--- config.mk ---
export PLATFORM = sky130hd
export DESIGN_NAME = control_unit
export DESIGN_NICKNAME = d
export VERILOG_FILES = /design/src/rtl/control_unit.sv
export SDC_FILE = /design/constraint.sdc
export NUM_CORES = 1
export LEC_CHECK = 0
export BUFFER_PORTS_ARGS = -buffer_cell sky130_fd_sc_hd__buf_2
export CAP_MARGIN = 5
export CORE_AREA = 2 2 53 55
export CTS_BUF_LIST = sky130_fd_sc_hd__clkbuf_2 sky130_fd_sc_hd__clkbuf_4 sky130_fd_sc_hd__clkbuf_8
export DETAILED_ROUTE_END_ITERATION = 7
export DIE_AREA = 0 0 55 57
export MAX_ROUTING_LAYER = met4
export PLACE_DENSITY = 0.73
export SETUP_SLACK_MARGIN = 0.02
export SLEW_MARGIN = 20
export SYNTH_ARGS = -nofsm -noshare
export SYNTH_HDL_FRONTEND = slang
export SYNTH_SLANG_ARGS = --single-unit
--- constraint.sdc ---
create_clock -name clock -period 2.05 [get_ports clock]
set_clock_uncertainty 0.1 [all_clocks]
set_input_delay 0.1025 -clock clock [delete_from_list [all_inputs] [get_ports clock]]
set_output_delay 0.1025 -clock clock [all_outputs]
set_load 0.02 [all_outputs]
--- src/rtl/control_unit.sv ---
// Multi-cycle MIPS-style control unit.
// Moore FSM: every control output is registered alongside the state, so the
// outputs seen in a cycle belong to the state held in that cycle. The only
// combinational output path is pc_write in BRANCH, which depends on the
// ALU zero flag computed during that same cycle.
//
// There are no valid/ready handshakes in this block. Instruction fields are
// treated as stable from the instruction register. opcode is consulted only
// when leaving DECODE and ADDR, and while in BRANCH. funct is consulted when
// leaving DECODE (to pick the EXEC_R ALU operation) and when leaving EXEC_R.
module control_unit (
    input  logic       clock,
    input  logic       reset,
    input  logic [5:0] opcode,
    input  logic [5:0] funct,
    input  logic       zero,
    output logic       pc_write,
    output logic       ir_write,
    output logic       ab_write,
    output logic       alu_out_write,
    output logic       reg_write,
    output logic       mem_write,
    output logic       iord,
    output logic       reg_dst,
    output logic       mem_to_reg,
    output logic       alu_src_a,
    output logic [1:0] alu_src_b,
    output logic [2:0] alu_sel,
    output logic [1:0] pc_src,
    output logic [3:0] state
);

    typedef enum logic [3:0] {
        S_RESET      = 4'd0,
        S_FETCH      = 4'd1,
        S_FETCH_WAIT = 4'd2,
        S_DECODE     = 4'd3,
        S_EXEC_R     = 4'd4,
        S_WB_R       = 4'd5,
        S_EXEC_I     = 4'd6,
        S_WB_I       = 4'd7,
        S_ADDR       = 4'd8,
        S_LW_WAIT1   = 4'd9,
        S_LW_WAIT2   = 4'd10,
        S_LW_WB      = 4'd11,
        S_SW         = 4'd12,
        S_BRANCH     = 4'd13,
        S_JUMP       = 4'd14,
        S_UNUSED     = 4'd15
    } state_t;

    // Opcodes
    localparam logic [5:0] OP_RTYPE = 6'h00;
    localparam logic [5:0] OP_J     = 6'h02;
    localparam logic [5:0] OP_BEQ   = 6'h04;
    localparam logic [5:0] OP_BNE   = 6'h05;
    localparam logic [5:0] OP_ADDI  = 6'h08;
    localparam logic [5:0] OP_LW    = 6'h23;
    localparam logic [5:0] OP_SW    = 6'h2b;

    // R-type function codes
    localparam logic [5:0] FN_ADD = 6'h20;
    localparam logic [5:0] FN_SUB = 6'h22;
    localparam logic [5:0] FN_AND = 6'h24;

    // ALU operations
    localparam logic [2:0] ALU_PASS = 3'b000;
    localparam logic [2:0] ALU_ADD  = 3'b001;
    localparam logic [2:0] ALU_SUB  = 3'b010;
    localparam logic [2:0] ALU_AND  = 3'b011;

    // ALU B-operand selects
    localparam logic [1:0] SRCB_B     = 2'b00;
    localparam logic [1:0] SRCB_FOUR  = 2'b01;
    localparam logic [1:0] SRCB_IMM   = 2'b10;
    localparam logic [1:0] SRCB_IMMSH = 2'b11;

    // PC source selects
    localparam logic [1:0] PCSRC_ALU    = 2'b00;
    localparam logic [1:0] PCSRC_ALUOUT = 2'b01;
    localparam logic [1:0] PCSRC_JUMP   = 2'b10;

    typedef struct packed {
        logic       pc_write;
        logic       ir_write;
        logic       ab_write;
        logic       alu_out_write;
        logic       reg_write;
        logic       mem_write;
        logic       iord;
        logic       reg_dst;
        logic       mem_to_reg;
        logic       alu_src_a;
        logic [1:0] alu_src_b;
        logic [2:0] alu_sel;
        logic [1:0] pc_src;
    } ctrl_t;

    state_t state_q;
    state_t state_d;
    ctrl_t  ctrl_q;
    ctrl_t  ctrl_d;
    logic   funct_ok;
    logic   branch_take;

    // Only add, sub and and are executed; anything else aborts the R-type.
    assign funct_ok = (funct == FN_ADD) || (funct == FN_SUB) || (funct == FN_AND);

    // Next-state selection from the current state and the instruction fields.
    always_comb begin
        state_d = S_RESET;
        case (state_q)
            S_RESET:      state_d = S_FETCH;
            S_FETCH:      state_d = S_FETCH_WAIT;
            S_FETCH_WAIT: state_d = S_DECODE;
            S_DECODE: begin
                case (opcode)
                    OP_RTYPE:     state_d = S_EXEC_R;
                    OP_ADDI:      state_d = S_EXEC_I;
                    OP_LW, OP_SW: state_d = S_ADDR;
                    OP_BEQ,
                    OP_BNE:       state_d = S_BRANCH;
                    OP_J:         state_d = S_JUMP;
                    default:      state_d = S_FETCH;
                endcase
            end
            S_EXEC_R:     state_d = funct_ok ? S_WB_R : S_FETCH;
            S_WB_R:       state_d = S_FETCH;
            S_EXEC_I:     state_d = S_WB_I;
            S_WB_I:       state_d = S_FETCH;
            S_ADDR: begin
                if (opcode == OP_LW)
                    state_d = S_LW_WAIT1;
                else if (opcode == OP_SW)
                    state_d = S_SW;
                else
                    state_d = S_FETCH;
            end
            S_LW_WAIT1:   state_d = S_LW_WAIT2;
            S_LW_WAIT2:   state_d = S_LW_WB;
            S_LW_WB:      state_d = S_FETCH;
            S_SW:         state_d = S_FETCH;
            S_BRANCH:     state_d = S_FETCH;
            S_JUMP:       state_d = S_FETCH;
            default:      state_d = S_RESET;
        endcase
    end

    // Control word for the state about to be entered; registered with it.
    always_comb begin
        ctrl_d = '0;
        case (state_d)
            S_FETCH: begin
                ctrl_d.iord = 1'b0;
            end
            S_FETCH_WAIT: begin
                ctrl_d.ir_write  = 1'b1;
                ctrl_d.alu_src_a = 1'b0;
                ctrl_d.alu_src_b = SRCB_FOUR;
                ctrl_d.alu_sel   = ALU_ADD;
                ctrl_d.pc_src    = PCSRC_ALU;
                ctrl_d.pc_write  = 1'b1;
            end
            S_DECODE: begin
                // Branch target is precomputed here while A/B are loaded.
                ctrl_d.ab_write      = 1'b1;
                ctrl_d.alu_src_a     = 1'b0;
                ctrl_d.alu_src_b     = SRCB_IMMSH;
                ctrl_d.alu_sel       = ALU_ADD;
                ctrl_d.alu_out_write = 1'b1;
            end
            S_EXEC_R: begin
                ctrl_d.alu_src_a = 1'b1;
                ctrl_d.alu_src_b = SRCB_B;
                case (funct)
                    FN_ADD: ctrl_d.alu_sel = ALU_ADD;
                    FN_SUB: ctrl_d.alu_sel = ALU_SUB;
                    FN_AND: ctrl_d.alu_sel = ALU_AND;
                    default: ctrl_d.alu_sel = ALU_PASS;
                endcase
                // An unsupported funct must not disturb ALUOut.
                ctrl_d.alu_out_write = funct_ok;
            end
            S_WB_R: begin
                ctrl_d.reg_dst    = 1'b1;
                ctrl_d.mem_to_reg = 1'b0;
                ctrl_d.reg_write  = 1'b1;
            end
            S_EXEC_I, S_ADDR: begin
                ctrl_d.alu_src_a     = 1'b1;
                ctrl_d.alu_src_b     = SRCB_IMM;
                ctrl_d.alu_sel       = ALU_ADD;
                ctrl_d.alu_out_write = 1'b1;
            end
            S_WB_I: begin
                ctrl_d.reg_dst    = 1'b0;
                ctrl_d.mem_to_reg = 1'b0;
                ctrl_d.reg_write  = 1'b1;
            end
            S_LW_WAIT1, S_LW_WAIT2: begin
                ctrl_d.iord = 1'b1;
            end
            S_LW_WB: begin
                ctrl_d.iord       = 1'b1;
                ctrl_d.reg_dst    = 1'b0;
                ctrl_d.mem_to_reg = 1'b1;
                ctrl_d.reg_write  = 1'b1;
            end
            S_SW: begin
                ctrl_d.iord      = 1'b1;
                ctrl_d.mem_write = 1'b1;
            end
            S_BRANCH: begin
                // pc_write is resolved combinationally from zero below.
                ctrl_d.alu_src_a = 1'b1;
                ctrl_d.alu_src_b = SRCB_B;
                ctrl_d.alu_sel   = ALU_SUB;
                ctrl_d.pc_src    = PCSRC_ALUOUT;
            end
            S_JUMP: begin
                ctrl_d.pc_src   = PCSRC_JUMP;
                ctrl_d.pc_write = 1'b1;
            end
            default: ctrl_d = '0;
        endcase
    end

    // State and control word registers; reset wins in every state.
    always_ff @(posedge clock) begin
        if (reset) begin
            state_q <= S_RESET;
            ctrl_q  <= '0;
        end else begin
            state_q <= state_d;
            ctrl_q  <= ctrl_d;
        end
    end

    // Branch decision: beq takes on zero, bne on not-zero.
    always_comb begin
        branch_take = 1'b0;
        if (state_q == S_BRANCH) begin
            if (opcode == OP_BEQ)
                branch_take = zero;
            else if (opcode == OP_BNE)
                branch_take = ~zero;
        end
    end

    assign pc_write      = ctrl_q.pc_write | branch_take;
    assign ir_write      = ctrl_q.ir_write;
    assign ab_write      = ctrl_q.ab_write;
    assign alu_out_write = ctrl_q.alu_out_write;
    assign reg_write     = ctrl_q.reg_write;
    assign mem_write     = ctrl_q.mem_write;
    assign iord          = ctrl_q.iord;
    assign reg_dst       = ctrl_q.reg_dst;
    assign mem_to_reg    = ctrl_q.mem_to_reg;
    assign alu_src_a     = ctrl_q.alu_src_a;
    assign alu_src_b     = ctrl_q.alu_src_b;
    assign alu_sel       = ctrl_q.alu_sel;
    assign pc_src        = ctrl_q.pc_src;
    assign state         = state_q;

endmodule
Word level (Yosys, flattened, before mapping)

Index checks and enable logic that the tools add are counted.

Bits in registers: 21
Latch bits: 0
Bits in writable memories: 0
ROM bits: 0
Bits of input ports: 15
Logic and storage cells: 83
Memories kept: 0

Add/sub/neg operators: 0
$mul: 0
Divide/modulo/power cells: 0
$lt $le $gt $ge: 0
Equal/unequal tests: 36
Shift-type cells: 0
Multiplexer cells: 19
Bitwise logic cells: 2
Reduce and logical (&&, ||, !) cells: 12

Operators by type and width:

| operator                                                               | count |
|---|---|
| 4-bit equality test (second input constant)                            | 14 |
| 4-bit case mux with 9 select lines                                     | 1 |
| 4-bit by 3-bit equality test with 1-bit output (second input constant) | 8 |
| 6-bit equality test (second input constant)                            | 5 |
| 6-bit case mux with 5 select lines                                     | 1 |
| 4-bit case mux with 5 select lines                                     | 1 |
| 4-bit by 2-bit equality test with 1-bit output (second input constant) | 4 |
| 6-bit by 3-bit equality test with 1-bit output (second input constant) | 2 |
| 1-bit two-way mux                                                      | 9 |
| 4-bit two-way mux                                                      | 2 |
| 2-bit case mux with 2 select lines                                     | 2 |
| 2-bit OR reduction                                                     | 4 |
| 7-bit OR reduction                                                     | 1 |
| 6-bit by 2-bit equality test with 1-bit output (second input constant) | 1 |
| 6-bit by 4-bit equality test with 1-bit output (second input constant) | 1 |
| 6-bit logical NOT                                                      | 1 |
| 2-bit case mux with 3 select lines                                     | 1 |
| 3-bit OR reduction                                                     | 2 |
| 4-bit by 1-bit equality test with 1-bit output (second input constant) | 1 |
| 4-bit logical NOT                                                      | 1 |
| 4-bit OR reduction                                                     | 1 |
| 3-bit two-way mux                                                      | 1 |
| 1-bit logical OR                                                       | 2 |
| 1-bit case mux with 2 select lines                                     | 1 |
| other kinds (2)                                                        | 2 |

Depth between registers and ports, before layout

Gate-level depths: netlist (run 1).

Depth after elaboration: 8
Depth in mapped cells: 8

Worst setup path before layout (run 1)

No wires, ideal clock.

Path kind: reg-to-reg
Start: register state_q[1] (netlist: state[1])
End: register ctrl_q (netlist bit alu_src_a)
Setup time: 0.071 ns
Arrival time: 1.796 ns
Data required time: 1.879 ns
Slack: 0.084 ns
Cell stages (with the launch flop): 8
Path buffers: 1
Clock period less this slack: 1.966 ns
Cell sequence: dfxtp_1 -> buf_2 -> nor4b_1 -> and3_2 -> and2_4 -> nor2_2 -> or3_1 -> a21oi_1

Word-level cells in the longest chain between the ends: 6
Elaborated cells between the ends (all ways): 25
Those cells by class: eq/ne (20); mux (2); reduce/logical (3)

Ends and longest elaborated chain:

| element                                                                                      | RTL line | RTL |
|---|---|---|
| start: declaration                                                                           | 99       | `state_t state_q;` |
| start signal: assignment                                                                     | 234      | `state_q <= state_d;` |
| 4-bit equality test (tied with other cells)                                                  | 112      | `case (state_q)` |
| 7-bit OR reduction (no line)                                                                 | -        |  |
| 4-bit case mux with 9 select lines *                                                         | 112      |  |
| 4-bit by 3-bit equality test with 1-bit output / 4-bit equality test (equally long branches) | 152      | `case (state_d)` |
| 2-bit OR reduction                                                                           | 152      |  |
| 6-bit case mux with 5 select lines *                                                         | 152      |  |
| end signal: assignment                                                                       | 235      | `ctrl_q <= ctrl_d;` |
| end: declaration                                                                             | 101      | `ctrl_t ctrl_q;` |

Every way passes the cells marked *; elsewhere a longest branch is shown, timed or not.
A chain may end at the register's enable or synchronous reset.

Worst setup path in the final report (run 1)

Start: register state_q[2] (netlist: state[2])
End: register ctrl_q (netlist bit alu_sel[0])

Same word-level chain as after synthesis.

==> flow_summary.toml, run 1 <==
[outcome]
status = "finished clean"

[clock_tree]
insertion_delay_ns = 0.31
cts_buffers = 3
cts_tree = "done"
htree_levels = 1
cts_buffer_depth = 2
cts-root-buf = "clkbuf_4"
cts_sinks = 20
clk_pin_slew_ns = 0.11

[drt]
via_per_inst = 5.75
route.detailed.drc = 0
ant_nets = 0
drt_pass1_iterations = 4
drt_wl_total_mm = 2.98
drt_iter0_markers = 19
wire_per_inst_um = 15.0
vias = 1144

[placement]
hpwl_mm = 2.07
place_area_sq_mm = 0.00132
placed_cells = 188
port_buffers = 34
place_congestion = 1.07

[finish]
multi_input_area_sq_um = 736
layout.nets = 184
fin_cells = 199
diodes = 0
areaGrowthSynthToFinish_pct = 37.2
largest_reg_flops = 4
drive_gt1_share_pct = 50.6
fillers = 240
final_cell_area_sq_mm = 0.00153
seq_area_sq_um = 407

[critical_path]
r2r_start = "state[2]"
path_cells = "or3_4 > a2bb2oi_1 > o21ai_2 > buf_4 > nor2_4 > a211oi_1 > nor3_1"
cp_slowest_cell = "or3_4"
worstPathRequired_ns = 2.15
setup.worst_path.end_class = "flop"
critPathMaxFanout = 5
critical_path.startpoint = "state[2]"
worstSetupPathType = "reg2reg"
worstPathArrival_ns = 2.10
setup.worst_path.start_class = "flop"
cpPeakStageDelay_ns = 0.41

[timing]
setup_viol = 0
setup_tns_ns = 0
hold_viol = 0
period_minus_slack_ns = 2.00
slew_headroom_pct = 67.5
worstMarginPinSlew_ns = 0.481
max_freq_mhz = 499
slew_viol_final = 0
fin_crit_sh_pct = 97.7
rsz0062_at_grt = "true"

[run]
maxCapViolCount = 0

[logic_synthesis]
ys_async_sr_fraction_pct = 0
synth.top_cell.area_share_pct = 36.0
synth-seq-area-share_pct = 36.0
syn_nets = 139
synth_area_leaders = "dfxtp_1 36%, buf_4 4.7%, nor2_1 4.0%"
yosysWarnings = 0
ys_seq_elements = 20
yosys.area.top_type = "dfxtp_1"
syn_area_per_cell_sq_um = 8.97
syn_inst = 124
synth_edf_count = 0
synth_ff_type = "dfxtp_1"
synth_cell_types = 50
synth_area_sq_mm = 0.00111

[grt]
track_usage_pct = 20.6
grt_pass1_vias = 1026
antenna_found_initial = 0
grt_pass1_wl_mm = 4.62
grt.met3_usage_pct = 1.83
met1_usage_pct = 25.7
grt_max_degree = 12
met2_usage_pct = 33.0
overflow = 0
grt_busiest_layer = "met2"

[floorplan]
die_y_um = 57
initial_core_util_pct = 42.5
core_area_sq_mm = 0.00262
boundaryPins = 36
die_area_sq_mm = 0.00314
die_w_um = 55
fp-row-count = 19

[power]
fin_total_pwr_mw = 0.878
p_leak_nw = 0.663
pwr_density_cell_mw_per_mm2 = 575
ir_drop_v = 0.000344

[hold_path]
hold_path_class = "in2reg"
worstHoldStart = "reset"
-- cell usage after synthesis (all sizes together) (2+ instances only) --
cell type and count:
nand2 8, a2111oi 2, a311oi 2, dfxtp 20, nor3 7, nor4b 4, buf 9, a211oi 2
or3 6, inv 5, xnor2 2, nand3 5, xor2 3, a21oi 6, nor4 4, o21ai 3
and2 2, nor2 14
-- final timing paths --
path                            slack (ns)  depth (start not counted)            end
worst max-delay path                  0.05                          7     alu_sel[0]
worst min-delay path                  0.03                          2  alu_out_write
worst max register to register        0.05                          7     alu_sel[0]
worst min register to register        0.68                          3       ab_write
-- critical path, delay by kind of cell, from the launching register on --
| family | cells | cell delay, ns |
|---|---|---|
| compound gates | 3 | 0.66 |
| buf+inv | 1 | 0.20 |
| flops | 1 | 0.37 |
| simple gates | 3 | 0.55 |
-- logic make-up (layout without fill, tap and decap cells) --
| family | Yosys count | count (layout) | share of synthesized area [%] |
|---|---|---|---|
| buf+inv | 15 | 59 | 8.21 |
| flops | 20 | 20 | 36.0 |
| simple gates | 56 | 56 | 29.7 |
| other cells | 1 | 1 | 0.337 |
| xor+xnor | 5 | 5 | 3.94 |
| mux | 2 | 2 | 1.91 |
| compound gates | 25 | 25 | 19.9 |
-- placed cells by master (no fill, tap or decap), drive strengths merged, types with 2 or more instances in the layout --
master / netlist / layout
nor4: 4 / 4
buf: 9 / 50
xnor2: 2 / 2
or3: 6 / 6
nand3: 5 / 5
inv: 5 / 5
nand2: 8 / 8
dfxtp: 20 / 20
o21ai: 3 / 3
a211oi: 2 / 2
a21oi: 6 / 6
a2111oi: 2 / 2
a311oi: 2 / 2
nor3: 7 / 7
xor2: 3 / 3
clkbuf: 1 / 4
and2: 2 / 2
nor4b: 4 / 4
nor2: 14 / 14
-- area by class of cell --
class                   count  area share (%)
multi-input cells          89            48.2
flip-flops and latches     20            26.6
repair buffers             50            19.0
well taps                  31            2.54
clock buffers               4            2.38
inverters                   5            1.23
-- timing repair --
item | in CTS | in global routing
setup buffers | 6 | 1
cloned | 0 | 0
pin swaps | 7 | 4
setup endpoints to repair | 2 | 10
hold buffers | 0 | 0
gates resized for setup | 10 | 14
-- routing by layer --
layer  part of all wire, %  vias up
met3                   4.8        8
li1                      -      532
met1                    40      560
met4                   2.6        0
met5                     0        -
met2                    52       44
-- where the power goes --
part | total, mW | internal [mW] | switching, mW
clock network | 0.236 | 0.109 | 0.128
registers | 0.416 | 0.403 | 0.0133
logic | 0.226 | 0.0924 | 0.133
-- stage by stage --
step | worst slack [ns] | util, % | hold WS (ns)
3_3_place_gp | 0.114 | 50.3 | 0.321
6_report | 0.0472 | 58.4 | 0.0266
5_1_grt | -0.0463 | 58.4 | 0.0370
2_1_floorplan | 0.0836 | - | 0.203
3_5_place_dp | 0.0183 | 50.3 | 0.324
4_1_cts | -0.000699 | 55.7 | 0.0199
(Power assumes the default switching activity.)
==> run 2: changes to the inputs <==
- ABC_AREA: unset -> 1
- CORE_AREA: 2 2 53 55 -> 2 2 52 54
- DIE_AREA: 0 0 55 57 -> 0 0 54 56
- PLACE_DENSITY: 0.73 -> 0.74
- clock period: 2.05 -> 2.21 ns (I/O delays scaled with it)
==> flow_summary.toml, run 2 <==
[outcome]
status = "finished clean"

[logic_synthesis]
synth_cell_types = 23
synth_most_common_cell = "nor2_1"
yosysWarnings = 0
synth_ff_type = "dfxtp_1"
synth_edf_count = 0
synth_area_sq_mm = 0.00107
syn_nets = 173
synth-seq-area-share_pct = 37.3
syn_inst = 158
yosys.area.top_type = "dfxtp_1"
synth_area_leaders = "dfxtp_1 37%, nor2_1 10%, nand2_1 8.7%"
syn_area_per_cell_sq_um = 6.79
synth.top_cell.area_share_pct = 37.3
ys_seq_elements = 20
netlist_top_cells_count = "30 x nor2_1, 25 x nand2_1, 20 x dfxtp_1, 20 x inv_1, 13 x nand3_1"
ys_async_sr_fraction_pct = 0

[power]
sw_frac_of_total_pct = 26.5
p_leak_nw = 0.683
netSwitchingPower_mw = 0.215
intPower_mw = 0.599
power_frac_seq_pct = 46.6
p_comb_share_pct = 16.6
pwr_density_cell_mw_per_mm2 = 637
ir_drop_v = 0.000393
p_clk_share_pct = 36.8

[floorplan]
die_w_um = 54
initial_core_util_pct = 44.1
die_area_sq_mm = 0.00302
boundaryPins = 36
die_y_um = 56
fp-row-count = 18
core_area_sq_mm = 0.00243

[drt]
drt_iter0_markers = 66
ant_nets = 0
drt_wl_total_mm = 2.52
vias = 1123
drt_pass1_iterations = 4
route.detailed.drc = 0
via_per_inst = 5.15
wire_per_inst_um = 11.6

[clock_tree]
cts_buffer_depth = 2
cts_tree = "done"
cts_setup_buffers = 0
ctsResizeCount = 0
htree_levels = 1
insertion_delay_ns = 0.30
cts_buffers = 3
clk_pin_slew_ns = 0.11
ctsHoldBuffers = 0
cts-root-buf = "clkbuf_4"
cts_sinks = 20

[placement]
place_area_sq_mm = 0.00122
hpwl_mm = 1.98
place_ws_ns = 0.439
port_buffers = 34
place_congestion = 0.866

[finish]
largest_reg_flops = 4
drive_gt1_share_pct = 31.9
diodes = 0
final_cell_area_sq_mm = 0.00128
final_common_cell = "buf_2"
final_cell_mix = "34 x buf_2, 30 x nor2_1, 25 x nand2_1"
fillers = 232
layout.nets = 204
areaGrowthSynthToFinish_pct = 19.0

[grt]
track_usage_pct = 17.4
antenna_found_initial = 0
grt_max_degree = 14
grt_pass1_wl_mm = 3.90
overflow = 0
grt_pass1_vias = 1000

[critical_path]
worstSetupPathType = "reg2reg"
rrSetupSlack_ns = 0.36
critical_path.startpoint = "state[1]"
worstPathArrival_ns = 1.97
setup.worst_path.start_class = "flop"
setup.worst_path.end_class = "flop"
worstReg2RegEnd = "alu_sel[1]"
r2r_start = "state[1]"
worstPathRequired_ns = 2.33
reg2regPathDepth = 11
critPathMaxFanout = 5

[hold_path]
hold_path_class = "in2reg"
whs_path_depth = 2
hold-path-endpoint = "alu_src_b[0]"
worstHoldStart = "reset"

[timing]
whs_ns = 0.0218
setup_tns_ns = 0
timing.final.ws_setup_ns = 0.358
rsz0062_at_grt = "false"
max_freq_mhz = 540
hold_viol = 0
fin_crit_sh_pct = 83.8
period_minus_slack_ns = 1.85
setup_viol = 0
slew_viol_final = 0

[run]
maxCapViolCount = 0
==> run 2: cells by family after synthesis <==
| logic type | synth area share, % |
|---|---|
| compound gates | 7.34 |
| buf+inv | 14.2 |
| flops | 37.3 |
| other cells | 0.349 |
| simple gates | 40.8 |
==> run 2: worst max path at each step <==
| stage | endpoint | cells after the start |
|---|---|---|
| final | alu_sel[1] | 11 |
| after detailed placement | alu_sel[1] | 12 |
| after CTS | alu_sel[1] | 11 |
| after floorplan | alu_sel[1] | 11 |
| after global placement | alu_sel[1] | 9 |
| after global routing | alu_sel[1] | 11 |
==> run 2: metal layers <==
layer / track usage [%] / vias to the layer above / part of all wire (%)
met5: - / - / 0
met4: 7.14 / 0 / 2.4
met3: 2.96 / 13 / 8.4
met2: 29.8 / 58 / 50
met1: 19.1 / 504 / 39
li1: - / 548 / -
==> run 2: worst max-delay path, stage by stage, from the launching register on <==
cell and delay, ns:
dfxtp_1 0.44, nand2_1 0.17, nand2_1 0.10, a21oi_1 0.05
a21oi_2 0.22, inv_1 0.10, nand3_1 0.13, nor2_1 0.08
nor2_1 0.17, nand3_1 0.09, nand2_1 0.07, nor2_1 0.03
==> run 2: power groups by stage <==
stage | clock [mW] | sequential (mW) | combinational, mW
after floorplan | 0 | 0.395 | 0.0867
after global placement | 0 | 0.386 | 0.127
after detailed placement | 0 | 0.387 | 0.131
after CTS | 0.303 | 0.379 | 0.133
after global routing | 0.313 | 0.381 | 0.147
final | 0.300 | 0.379 | 0.135
==> run 2: per-stage QoR <==
| stage | power (mW) | cells | utilization [%] |
|---|---|---|---|
| 2_1_floorplan | 0.481 | 158 | - |
| 3_3_place_gp | 0.513 | 214 | 50.4 |
| 3_5_place_dp | 0.519 | 214 | 50.4 |
| 4_1_cts | 0.815 | 218 | 52.5 |
| 5_1_grt | 0.841 | 218 | 52.5 |
| 6_report | 0.814 | 218 | 52.5 |
==> run 2: area by class of cell <==
type	instances	area [sq um]	area share (%)
clock inverters	1	30.0	2.35
inverters	25	96.3	7.54
flip-flops and latches	20	400	31.3
clock buffers	3	22.5	1.76
repair buffers	34	170	13.3
multi-input cells	105	520	40.7
well taps	30	37.5	2.94
==> run 3: changes to the inputs <==
- PLACE_DENSITY: 0.74 -> 0.77
- clock period: 2.21 -> 1.7 ns (I/O delays scaled with it)
==> flow_summary.toml, run 3 (synthesized netlist as in run 2, its figures left out) <==
[outcome]
status = "finished with violations"
violations = "hold timing, setup timing"

[placement]
place_area_sq_mm = 0.00125
place_ws_ns = -0.0252
port_buffers = 34
hpwl_mm = 1.77
place_congestion = 0.869
placed_cells = 217

[timing]
period_minus_slack_ns = 1.74
rsz0062_at_grt = "true"
setup_viol = 2
max_freq_mhz = 574
fin_crit_sh_pct = 102
hold_viol = 1
timing.final.ws_setup_ns = -0.0421
whs_ns = -0.00162
slew_viol_final = 0

[drt]
drt_wl_total_mm = 2.90
drt_iter0_markers = 59
route.detailed.drc = 0
vias = 1172
wire_per_inst_um = 12.8
drt_pass1_iterations = 4
via_per_inst = 5.16
ant_nets = 0

[critical_path]
cpPeakStageDelay_ns = 0.40
reg2regPathDepth = 11
r2r_start = "state[2]"
cp_common_cell = "nor2_1"
worstPathRequired_ns = 1.86
worstReg2RegEnd = "alu_sel[1]"
setup.worst_path.end_class = "flop"
setup.worst_path.start_class = "flop"
rrSetupSlack_ns = -0.04
path_cells = "nor2_4 > inv_2 > nor2_4 > nand2_1 > nand3_4 > nand3_2 > nor2_1 > nor2_1 > nand3_1 > nand2_1 > nor2_1"
worstSetupPathType = "reg2reg"
critPathMaxFanout = 6
cp_slowest_cell = "dfxtp_4"
worstPathArrival_ns = 1.90

[finish]
largest_reg_flops = 4
final_cell_area_sq_mm = 0.00149
areaGrowthSynthToFinish_pct = 38.9
drive_gt1_share_pct = 46.7
final_cell_mix = "34 x buf_2, 26 x nor2_1, 18 x nand2_1"
fin_cells = 227
layout.nets = 213
final_common_cell = "buf_2"
diodes = 0

[floorplan]
fp-row-count = 18
boundaryPins = 36
core_area_sq_mm = 0.00243
die_w_um = 54
die_y_um = 56
initial_core_util_pct = 44.1
die_area_sq_mm = 0.00302

[clock_tree]
cts-root-buf = "clkbuf_4"
clk_pin_slew_ns = 0.12
cts_buffers = 3
cts_tree = "done"
insertion_delay_ns = 0.30
htree_levels = 1
cts_buffer_depth = 2
cts_sinks = 20

[grt]
grt_pass1_vias = 971
antenna_found_initial = 0
track_usage_pct = 17.3
overflow = 0
grt_max_degree = 14
grt_pass1_wl_mm = 3.91

[run]
maxCapViolCount = 0

[hold_path]
hold_path_class = "in2reg"
worstHoldStart = "funct[3]"
hold-path-endpoint = "alu_sel[0]"
whs_path_depth = 4

[power]
fin_total_pwr_mw = 1.12
pwr_density_cell_mw_per_mm2 = 752
ir_drop_v = 0.000509
p_leak_nw = 0.748
## run 3: stage by stage
step | hold WS, ns | TNS (ns) | utilization, %
after CTS | 0.00209 | 0 | 55.7
after floorplan | 0.0688 | 0 | -
final | -0.00162 | -0.0488 | 61.3
after global routing | 0.00196 | -0.381 | 61.3
after detailed placement | 0.321 | -0.0252 | 51.4
after global placement | 0.321 | -0.0252 | 51.4
## run 3: what timing repair did
action,in CTS,in global routing
hold buffers,1,0
gates resized for setup,7,32
setup endpoints to repair,4,8
endpoints found under the hold margin,1,0
pin swaps,3,7
buffers inserted,2,3
## run 3: report_power, final
part | internal (mW) | total [mW] | switching [mW] | leakage, nW
sequential | 0.481 | 0.494 | 0.0124 | 0.165
combinational | 0.0911 | 0.237 | 0.146 | 0.554
clock | 0.238 | 0.391 | 0.153 | 0.0279
## run 3: layout make-up
class	count	area, sq um
Fill cell	202	941
Multi-Input combinational cell	105	648
Clock buffer	3	22.5
Tap cell	30	37.5
Timing Repair Buffer	43	240
Inverter	25	97.6
Clock inverter	1	30.0
Sequential cell	20	415
## run 3: metal layers
metal	GRT usage, %	vias up	wire length (um)
li1	-	572	-
met1	21.4	527	1200
met2	28.0	59	1400
met3	2.69	14	199
met4	6.07	0	96
met5	-	-	0
## run 3: how the worst max path moves through the flow
stage | start | to | depth (start not counted)
floorplan | state[3] | alu_sel[1] | 13
global placement | state[3] | alu_sel[1] | 12
detailed placement | state[3] | alu_sel[1] | 12
CTS | state[3] | alu_out_write | 11
global route | state[2] | alu_sel[1] | 11
finish | state[2] | alu_sel[1] | 11
## run 3: critical path, delay by kind of cell, from the launching register on
kind                   cells  cell delay (ns)
buffers and inverters      1             0.08
flip-flops                 1             0.40
AND/OR/NAND/NOR           10             1.11
